File: src/rtl/serial_shift_receiver.sv
// ---------------------------------------------------------------------------
// serial_shift_receiver
//
// Rebuilds WIDTH-bit words from a one-bit-per-cycle serial stream. Each word
// arrives either MSB-first or LSB-first. The direction is taken from
// shift_dir with the first bit of the word. Finished words are presented on
// a valid/ready port through a one-word holding register, so the next word
// can be assembled while the consumer is still working on the current one.
// If a word completes while the holding register is still occupied and is
// not being drained, that word is dropped and the sticky overrun flag is set.
//
// Ports
//   clk        in   rising-edge clock
//   rst_n      in   asynchronous active-low reset
//   clear      in   synchronous abort: drops the partial word, out_valid and
//                   overrun; the bit presented in the same cycle is ignored
//   shift_dir  in   0 = MSB-first, 1 = LSB-first (sampled on the first bit)
//   bit_valid  in   bit_in carries a serial bit this cycle
//   bit_in     in   serial data bit
//   out_ready  in   consumer accepts data_out this cycle
//   data_out   out  assembled word, stable while out_valid is high
//   out_valid  out  data_out holds an unconsumed word
//   busy       out  a partial word is in progress
//   overrun    out  sticky: a completed word was dropped
// ---------------------------------------------------------------------------
module serial_shift_receiver #(
    parameter int WIDTH = 4
) (
    input  logic             clk,
    input  logic             rst_n,
    input  logic             clear,
    input  logic             shift_dir,
    input  logic             bit_valid,
    input  logic             bit_in,
    input  logic             out_ready,
    output logic [WIDTH-1:0] data_out,
    output logic             out_valid,
    output logic             busy,
    output logic             overrun
);

    // The counter only needs to reach WIDTH-1 before it wraps.
    localparam int CNT_W = (WIDTH > 2) ? $clog2(WIDTH) : 1;
    localparam logic [CNT_W-1:0] CNT_LAST = CNT_W'(WIDTH - 1);

    // Register state
    logic [WIDTH-1:0] sreg_q,      sreg_d;
    logic [CNT_W-1:0] cnt_q,       cnt_d;
    logic             dir_q,       dir_d;
    logic [WIDTH-1:0] data_q,      data_d;
    logic             out_valid_q, out_valid_d;
    logic             overrun_q,   overrun_d;

    // Datapath helpers
    logic             accept;      // a bit is taken on this edge
    logic             first_bit;   // this bit starts a new word
    logic             last_bit;    // this bit completes the word
    logic             dir_eff;     // direction that applies to this bit
    logic [WIDTH-1:0] assembled;   // shift register after this bit

    // -----------------------------------------------------------------------
    // Next-state logic
    // -----------------------------------------------------------------------
    // NOTE: every signal assigned in this block gets a default first, so that
    // no path leaves it unassigned and no latch is inferred.
    always_comb begin
        sreg_d      = sreg_q;
        cnt_d       = cnt_q;
        dir_d       = dir_q;
        data_d      = data_q;
        out_valid_d = out_valid_q;
        overrun_d   = overrun_q;

        accept    = bit_valid && !clear;
        first_bit = (cnt_q == '0);
        last_bit  = (cnt_q == CNT_LAST);

        // The first bit of a word must already use the new direction. For
        // that reason the incoming shift_dir is bypassed rather than waiting
        // one cycle for dir_q to update.
        dir_eff = first_bit ? shift_dir : dir_q;

        if (dir_eff) begin
            assembled = {bit_in, sreg_q[WIDTH-1:1]};
        end else begin
            assembled = {sreg_q[WIDTH-2:0], bit_in};
        end

        if (clear) begin
            // clear takes priority over every other event. sreg, dir_q and
            // data_out keep their values; they are rewritten before use.
            cnt_d       = '0;
            out_valid_d = 1'b0;
            overrun_d   = 1'b0;
        end else begin
            if (accept) begin
                sreg_d = assembled;
                dir_d  = dir_eff;
                cnt_d  = last_bit ? '0 : cnt_q + 1'b1;
            end

            if (accept && last_bit) begin
                // A word completes. It loads if the holding register is free
                // or is being drained on this same edge; otherwise it is lost.
                if (!out_valid_q || out_ready) begin
                    data_d      = assembled;
                    out_valid_d = 1'b1;
                end else begin
                    overrun_d   = 1'b1;
                end
            end else if (out_valid_q && out_ready) begin
                out_valid_d = 1'b0;
            end
        end
    end

    // -----------------------------------------------------------------------
    // Registers
    // -----------------------------------------------------------------------
    // NOTE: sequential state uses non-blocking assignments, so every flop
    // samples the values from before the edge regardless of statement order.
    // NOTE: all of these are plain registers, not a memory array. Resetting
    // them is cheap and gives a defined data_out after reset.
    always_ff @(posedge clk or negedge rst_n) begin
        if (!rst_n) begin
            sreg_q      <= '0;
            cnt_q       <= '0;
            dir_q       <= 1'b0;
            data_q      <= '0;
            out_valid_q <= 1'b0;
            overrun_q   <= 1'b0;
        end else begin
            sreg_q      <= sreg_d;
            cnt_q       <= cnt_d;
            dir_q       <= dir_d;
            data_q      <= data_d;
            out_valid_q <= out_valid_d;
            overrun_q   <= overrun_d;
        end
    end

    // -----------------------------------------------------------------------
    // Outputs
    // -----------------------------------------------------------------------
    assign data_out  = data_q;
    assign out_valid = out_valid_q;
    assign overrun   = overrun_q;
    assign busy      = (cnt_q != '0);

endmodule

File: config.mk
export PLATFORM = sky130hd
export DESIGN_NAME = serial_shift_receiver
export DESIGN_NICKNAME = d
export VERILOG_FILES = /design/src/rtl/serial_shift_receiver.sv
export SDC_FILE = /design/constraint.sdc
export NUM_CORES = 1
export LEC_CHECK = 0
export ABC_AREA = 0
export CORE_MARGIN = 10
export CORE_UTILIZATION = 28
export CTS_BUF_LIST = sky130_fd_sc_hd__clkbuf_4 sky130_fd_sc_hd__clkbuf_8
export CTS_CLUSTER_DIAMETER = 150
export DETAILED_ROUTE_END_ITERATION = 8
export GPL_TIMING_DRIVEN = 0
export SETUP_SLACK_MARGIN = 0.3
export SLEW_MARGIN = 20
export SYNTH_ARGS = -nofsm -noshare
export SYNTH_HDL_FRONTEND = slang
export SYNTH_SLANG_ARGS = --single-unit
File: constraint.sdc
create_clock -name clk -period 5.75 [get_ports clk]
set_clock_uncertainty 0.15 [all_clocks]
set_input_delay 1.15 -clock clk [delete_from_list [all_inputs] [get_ports clk]]
set_output_delay 1.15 -clock clk [all_outputs]
set_load 0.03 [all_outputs]
## Word level (Yosys, flattened, before mapping)

Cells that the tools add are included.

| storage, ports and cells | value |
|---|---|
| logic and storage cells | 38 |
| output and inout bits | 7 |
| flip-flop bits (word level) | 13 |

| operators by class | value |
|---|---|
| bitwise operators | 1 |
| add/subtract/negate cells | 1 |
| multiplexer cells | 12 |
| eq/ne operators | 3 |
| reduce and logical (&&, ||, !) cells | 15 |

Operator list:

| cell | count |
|---|---|
| 1-bit 2-to-1 mux | 8 |
| 2-bit 2-to-1 mux | 3 |
| 2-bit AND reduction | 3 |
| 2-bit nonzero test | 3 |
| 4-bit 2-to-1 mux | 1 |
| 1-bit logical AND | 3 |
| 3-bit by 2-bit != test with 1-bit output (second input constant) | 1 |
| 3-bit AND reduction | 1 |
| 3-bit nonzero test | 1 |
| 2-bit by 1-bit adder with 2-bit output (second input constant) | 1 |
| 2-bit equality test (second input constant) | 1 |
| 1-bit zero test | 2 |
| 2-bit zero test | 1 |
| 2-bit != test (second input constant) | 1 |
| 1-bit logical OR | 1 |
| 1-bit NOT | 1 |

## Longest topological paths before layout

Gate-level depths: netlist of the first run.

| logic depth | value |
|---|---|
| depth after elaboration | 5 |
| mapped depth | 5 |
| gate-level depth less buffers | 5 |

## Worst setup path before layout of the first run

Ideal clock, no wire load.

| timing path | value |
|---|---|
| path kind | input-to-reg |
| from | in shift_dir |
| to | reg data_q[0], in the netlist data_out[0] |
| stages | 3 |
| setup slack | 3.438 ns |
| library setup time | 0.125 ns |
| data arrival time | 2.037 ns |
| path buffers | 0 |
| required time | 5.475 ns |
| cells stage by stage | mux2i_2 mux2_4 mux2_2 |

| on the way | value |
|---|---|
| longest elaborated chain between the ends | 2 |

RTL lines:

| element | line | text |
|---|---|---|
| from (decl) | 32 | `input logic shift_dir,` |
| 1-bit 2-to-1 mux | 81 | `dir_eff = first_bit ? shift_dir : dir_q;` |
| 4-bit 2-to-1 mux | 83 | `if (dir_eff) begin` |
| to (signal assigned) | 136 | `data_q <= data_d;` |
| to (decl) | 50 | `logic [WIDTH-1:0] data_q, data_d;` |

No other way between the ends.
A chain may end at the register's enable or synchronous reset.

## Final worst setup path of the first run

| timing path | value |
|---|---|
| from | reg cnt_q[0] |
| to | out busy |

| on the way | value |
|---|---|
| longest elaborated chain between the ends | 1 |

RTL lines:

| element | line | text |
|---|---|---|
| from (decl) | 48 | `logic [CNT_W-1:0] cnt_q, cnt_d;` |
| from (signal assigned) | 134 | `cnt_q <= cnt_d;` |
| 2-bit nonzero test | 148 | `assign busy = (cnt_q != '0);` |
| to (decl) | 38 | `output logic busy,` |

No other way between the ends.

==> flow_summary_export.csv, run 1 <==
group,metric,value,unit
status,status,"complete, no violations",
worst_hold_path,hold_class,"reg2reg",
power,seq_power_share,46.2,%
floorplanning,die_width,66.7,um
finish,area_delta_synth_final,30.2,%
worst_setup_path,rrSetupSlack,3770,ps
finish,nNetsFinal,78,
floorplanning,fp.dieArea,4440,um2
global_route,grt_pass1_wl,2140,um
clock_tree,postCtsSetupBuffers,0,
drt,totalWireLength,1160,um
logic_synthesis,synth_cells,52,
clock_tree,clkLatencyLatePin,270,ps
worst_hold_path,holdPathStages,2,
global_route,grt_max_degree,14,
clock_tree,tritoncts,"yes",
power,switchingPower,0.0819,mW
power,report.power.total,0.264,mW
sta,fin_setup_tns,0,ps
logic_synthesis,yosysWarnings,0,
sta,final.period_utilization,51.5,%
sta,rsz0062_at_grt,"no",
logic_synthesis,synthDistinctLibCells,17,
floorplanning,io_pins,14,
floorplanning,num_rows,16,
placed_design,gp_congestion,0.716,
drt,drt-initial-drc-count,5,
worst_setup_path,worst_ep_required_time,4450,ps
logic_synthesis,synth_top_area_share,53.4,%
global_route,antenna_found_initial,0,
clock_tree,htreeDepth,1,
sta,slew_headroom,61.0,%
floorplanning,fp.coreArea,2020,um2
logic_synthesis,synth_top_area_cell,"dfrtp_1",
worst_setup_path,crit_arrival,1660,ps
finish,n_antenna_cell,0,
power,leakage,0.374,nW
worst_setup_path,r2r_start,"cnt_q[0]",
drt,wl_per_cell,12.3,um
clock_tree,clk_pin_slew_worst_paths,80,ps
run,drv_cap,0,
drt,dr.pass1.iters,3,
logic_synthesis,syn_area_per_cell,11.7,um2
logic_synthesis,ys_seq_elements,13,
clock_tree,cts_resized,0,
sta,tightest_slew,584,ps
clock_tree,hold_buffers,0,
placed_design,hpwl,897,um
sta,min_period,2960,ps
clock_tree,clk_path_buf_depth,2,
power,intPower,0.182,mW
power,p_clk_share,22.9,%
worst_hold_path,hp-start,"sreg_q[1]",
drt,vias,409,
worst_setup_path,r2r_cells,5,
drt,via_per_inst,4.31,
worst_setup_path,endpoint_kind,"primary output",
drt,ant_nets,0,
floorplanning,fp.dieH,66.7,um
finish,drive_above_1_share,19.1,%
power,p_sw_share,31.0,%
logic_synthesis,syn-cell-area,609,um2
worst_setup_path,path_class,"reg2out",
clock_tree,clockRootBuffer,"clkbuf_4",
logic_synthesis,ys_seq_area_share,53.4,%
sta,max_freq,0.338,GHz
worst_setup_path,path_max_fanout,4,
power,pwr-share-comb,30.9,%
clock_tree,numClockSinks,13,
worst_setup_path,setup.worst_path.start,"cnt_q[0]",
placed_design,io_buffers,12,
worst_setup_path,crit_path_start_kind,"flip-flop",
clock_tree,cts_buffers,3,
floorplanning,initial_core_util,30.1,%
sta,report.final.slew_viol_count,0,
sta,setup_viol,0,
sta,finalHoldViolCount,0,
global_route,grt_overflow,0,
logic_synthesis,post_synth_main_area_contributors,"dfrtp_1, mux2i_1, mux2_2",
logic_synthesis,synth_nets,61,
global_route,grt_usage,6.13,%
drt,drc,0,
global_route,grt_pass1_vias,464,
power,vdd_drop_max,0.208,mV
power,pwr_density_cell,333,nW/um2
## power by group through the flow
| stage | Combinational (mW) | Clock (mW) | Sequential (mW) |
|---|---|---|---|
| 3_3_place_gp | 0.0817 | 0 | 0.124 |
| 2_1_floorplan | 0.0387 | 0 | 0.137 |
| 6_report | 0.0818 | 0.0606 | 0.122 |
| 5_1_grt | 0.0900 | 0.0666 | 0.125 |
| 4_1_cts | 0.0836 | 0.0629 | 0.122 |
| 3_5_place_dp | 0.0827 | 0 | 0.124 |
## state kept, by name (all words and copies together), names as in the netlist
signal     cells
data_out       4
dir_q          1
cnt_q          2
out_valid      1
overrun        1
sreg_q         4
## final cells by class
| type | count | area, um2 |
|---|---|---|
| Buffer | 2 | 8.76 |
| Clock buffer | 4 | 30.0 |
| Fill cell | 204 | 1230 |
| Tap cell | 27 | 33.8 |
| Inverter | 5 | 18.8 |
| Sequential cell | 13 | 325 |
| Multi-Input combinational cell | 32 | 256 |
| Timing Repair Buffer | 12 | 120 |
## routing by layer
| layer | part of all wire, % | vias to the layer above | global-route usage [%] |
|---|---|---|---|
| li1 | - | 205 | - |
| met1 | 42 | 195 | 7.04 |
| met2 | 51 | 7 | 9.24 |
| met3 | 6.4 | 2 | 2.84 |
| met4 | 0.69 | 0 | 3.14 |
| met5 | 0 | - | 0 |
## critical path, stage by stage (launching register included)
cell and delay [ps]:
dfrtp_1 390, inv_1 60, ha_1 220, inv_1 60, clkdlybuf4s50_1 660
## worst paths after layout
kind / to
hold / removal: sreg_q[1]
min in group asynchronous: dir_q
hold reg to reg: sreg_q[1]
setup reg to reg: data_out[3]
max in group asynchronous: data_out[1]
setup / recovery: busy
## cell usage after synthesis
library cell and instances:
dfrtp_1 13, mux2i_1 6, inv_1 5, nor2_1 5, mux2_2 4, nand2_1 4
o21ai_0 3, ha_1 2, mux2_4 2, a21oi_1 1, a31oi_1 1, clkbuf_1 1
clkbuf_2 1, mux2i_2 1, nand2b_1 1, nor2b_1 1, nor3_2 1
## layout by cell type, fill, tap and decap left out
cell type         n
clkbuf_1          1
nor2b_1           1
nor3_2            1
clkbuf_2          1
nor2_1            5
mux2_4            2
clkbuf_4          4
a31oi_1           1
a21oi_1           1
mux2_2            4
mux2i_2           1
ha_1              2
o21ai_0           3
inv_1             5
mux2i_1           6
clkdlybuf4s50_1  12
dfrtp_1          13
nand2b_1          1
nand2_1           4
## through the flow
| step | hold slack (ps) | util (%) | instance area, um2 | setup WS [ps] | std cells |
|---|---|---|---|---|---|
| floorplan | 319 | - | 609 | 3440 | 52 |
| global placement | 332 | 37.7 | 763 | 2940 | 91 |
| detailed placement | 346 | 37.7 | 763 | 2930 | 91 |
| CTS | 368 | 39.2 | 793 | 2760 | 95 |
| global route | 390 | 39.2 | 793 | 2710 | 95 |
| finish | 363 | 39.2 | 793 | 2790 | 95 |
## logic make-up after synthesis
group | count (synthesis) | share of synthesized area (%)
muxes | 13 | 24.4
DFF | 13 | 53.4
and+or+nand+nor | 12 | 9.24
buffers and inverters | 7 | 4.52
AOI/OAI and AO/OA | 5 | 4.31
adders and majority gates | 2 | 4.11
(Power assumes the default switching activity.)
==> run 2: changes to the inputs <==
Clock period 5.75 ns to 2.72 ns, I/O delays scaled along.
==> run 2 against run 1 <==
  * Critical endpoint is now overrun
  * Die area did not move
  * Sequential share of layout area fell by 0.13 points
  * Cell count is the same
  * Routed wire length about the same
  * Non-clock buffer count unchanged
  * First-iteration DRC count did not move
  * Sequential cell count unchanged
  * Combinational power up 110%
  * Worst hold slack unchanged
  * Critical path depth fell by 3
  * Largest power group unchanged
==> flow_summary_export.csv, run 2 (synthesis results as in run 1) <==
group,metric,value,unit
status,status,"complete, no violations",
clock_tree,hold_buffers,0,
finish,layout_commonest_cell,"dfrtp_1",
power,report.power.total,0.559,mW
placed_design,gp_congestion,0.716,
floorplanning,die_width,66.7,um
finish,layout_common_cells,"dfrtp_1, clkdlybuf4s50_1, mux2i_1, inv_1, nor2_1",
sta,final.period_utilization,73.6,%
worst_setup_path,crit_arrival,1310,ps
floorplanning,fp.dieArea,4440,um2
power,p_sw_share,31.0,%
drt,totalWireLength,1170,um
floorplanning,fp.dieH,66.7,um
power,intPower,0.385,mW
worst_setup_path,worst_ep_required_time,2030,ps
power,switchingPower,0.173,mW
placed_design,pre_cts_ws,503,ps
worst_setup_path,path_max_fanout,2,
worst_setup_path,cp_top_family,"buffers and inverters",
worst_setup_path,crit_buf_inv,1,
run,drv_cap,0,
placed_design,hpwl,897,um
worst_setup_path,path_cells,"clkdlybuf4s50_1",
drt,vias,409,
power,seq_power_share,46.2,%
drt,via_per_inst,4.31,
floorplanning,num_rows,16,
power,leakage,0.387,nW
placed_design,io_buffers,12,
drt,wl_per_cell,12.3,um
global_route,grt_overflow,0,
clock_tree,clk_path_buf_depth,2,
global_route,grt_pass1_wl,2140,um
clock_tree,numClockSinks,13,
clock_tree,clockRootBuffer,"clkbuf_4",
floorplanning,io_pins,14,
worst_setup_path,slowest_delay,670,ps
sta,report.final.slew_viol_count,0,
clock_tree,tritoncts,"yes",
worst_setup_path,endpoint_kind,"primary output",
global_route,grt_pass1_vias,464,
clock_tree,clk_pin_slew_worst_paths,80,ps
power,vdd_drop_max,0.440,mV
drt,drt-initial-drc-count,5,
worst_hold_path,hold_class,"reg2reg",
sta,min_period,2000,ps
worst_setup_path,crit_path_start_kind,"flip-flop",
drt,dr.pass1.iters,3,
drt,drc,0,
sta,tightest_slew,584,ps
drt,ant_nets,0,
clock_tree,cts_buffers,3,
finish,n_antenna_cell,0,
sta,setup_ws,717,ps
clock_tree,htreeDepth,1,
worst_setup_path,crit_slowest_cell,"clkdlybuf4s50_1",
sta,fin_setup_tns,0,ps
power,pwr_density_cell,702,nW/um2
clock_tree,clkLatencyLatePin,270,ps
finish,fin_util,39.4,%
finish,nNetsFinal,78,
sta,holdWs,363,ps
floorplanning,fp.coreArea,2020,um2
finish,drive_above_1_share,19.1,%
global_route,grt_max_degree,14,
floorplanning,initial_core_util,30.1,%
finish,area_delta_synth_final,30.6,%
sta,rsz0062_at_grt,"no",
sta,max_freq,0.499,GHz
clock_tree,postCtsSetupBuffers,0,
sta,setup_viol,0,
sta,finalHoldViolCount,0,
power,p_clk_share,22.9,%
global_route,antenna_found_initial,0,
power,pwr-share-comb,30.9,%
worst_setup_path,path_class,"reg2out",
global_route,grt_usage,6.13,%
sta,slew_headroom,61.0,%
==> run 2: worst min-delay path: stages, from the launching register on <==
cell     delay, ps
dfrtp_1        370
nand2_1         50
o21ai_0         60
==> run 2: final cells by class <==
| class | count | area [um2] |
|---|---|---|
| Fill cell | 203 | 1230 |
| Sequential cell | 13 | 325 |
| Multi-Input combinational cell | 32 | 256 |
| Timing Repair Buffer | 12 | 123 |
| Tap cell | 27 | 33.8 |
| Clock buffer | 4 | 30.0 |
| Inverter | 5 | 18.8 |
| Buffer | 2 | 8.76 |
==> run 2: routing by layer <==
layer  global-route usage (%)  up-vias  wire length (um)
met5                        0        -                 0
met4                     3.14        0                 8
met1                     7.04      195               501
met3                     2.84        2                64
met2                     9.24        7               591
li1                         -      205                 -
==> run 2: worst paths after layout <==
path | end | from | depth (start not counted) | slack, ps
hold / removal | sreg_q[1] | sreg_q[1] | 2 | 360
hold reg to reg | sreg_q[1] | sreg_q[1] | 2 | 360
max in group asynchronous | data_out[1] | rst_n | 1 | 1550
setup / recovery | overrun | overrun | 1 | 720
min in group asynchronous | dir_q | rst_n | 1 | 490
setup reg to reg | data_out[3] | cnt_q[0] | 5 | 740
==> run 2: stage by stage <==
stage | instances | instance area (um2)
after floorplan | 52 | 609
after global placement | 91 | 763
after detailed placement | 91 | 763
after CTS | 95 | 793
after global routing | 95 | 796
final | 95 | 796
==> run 2: power by group through the flow <==
stage	logic, mW	registers (mW)	clock network (mW)
2_1_floorplan	0.0818	0.289	0
3_3_place_gp	0.173	0.261	0
3_5_place_dp	0.175	0.263	0
4_1_cts	0.177	0.259	0.133
5_1_grt	0.190	0.264	0.141
6_report	0.172	0.258	0.128
==> run 2: repair_timing <==
action | CTS | global route
setup endpoints to repair | 0 | 1
hold endpoints to repair | 0 | 0
gates resized for setup | 0 | 1
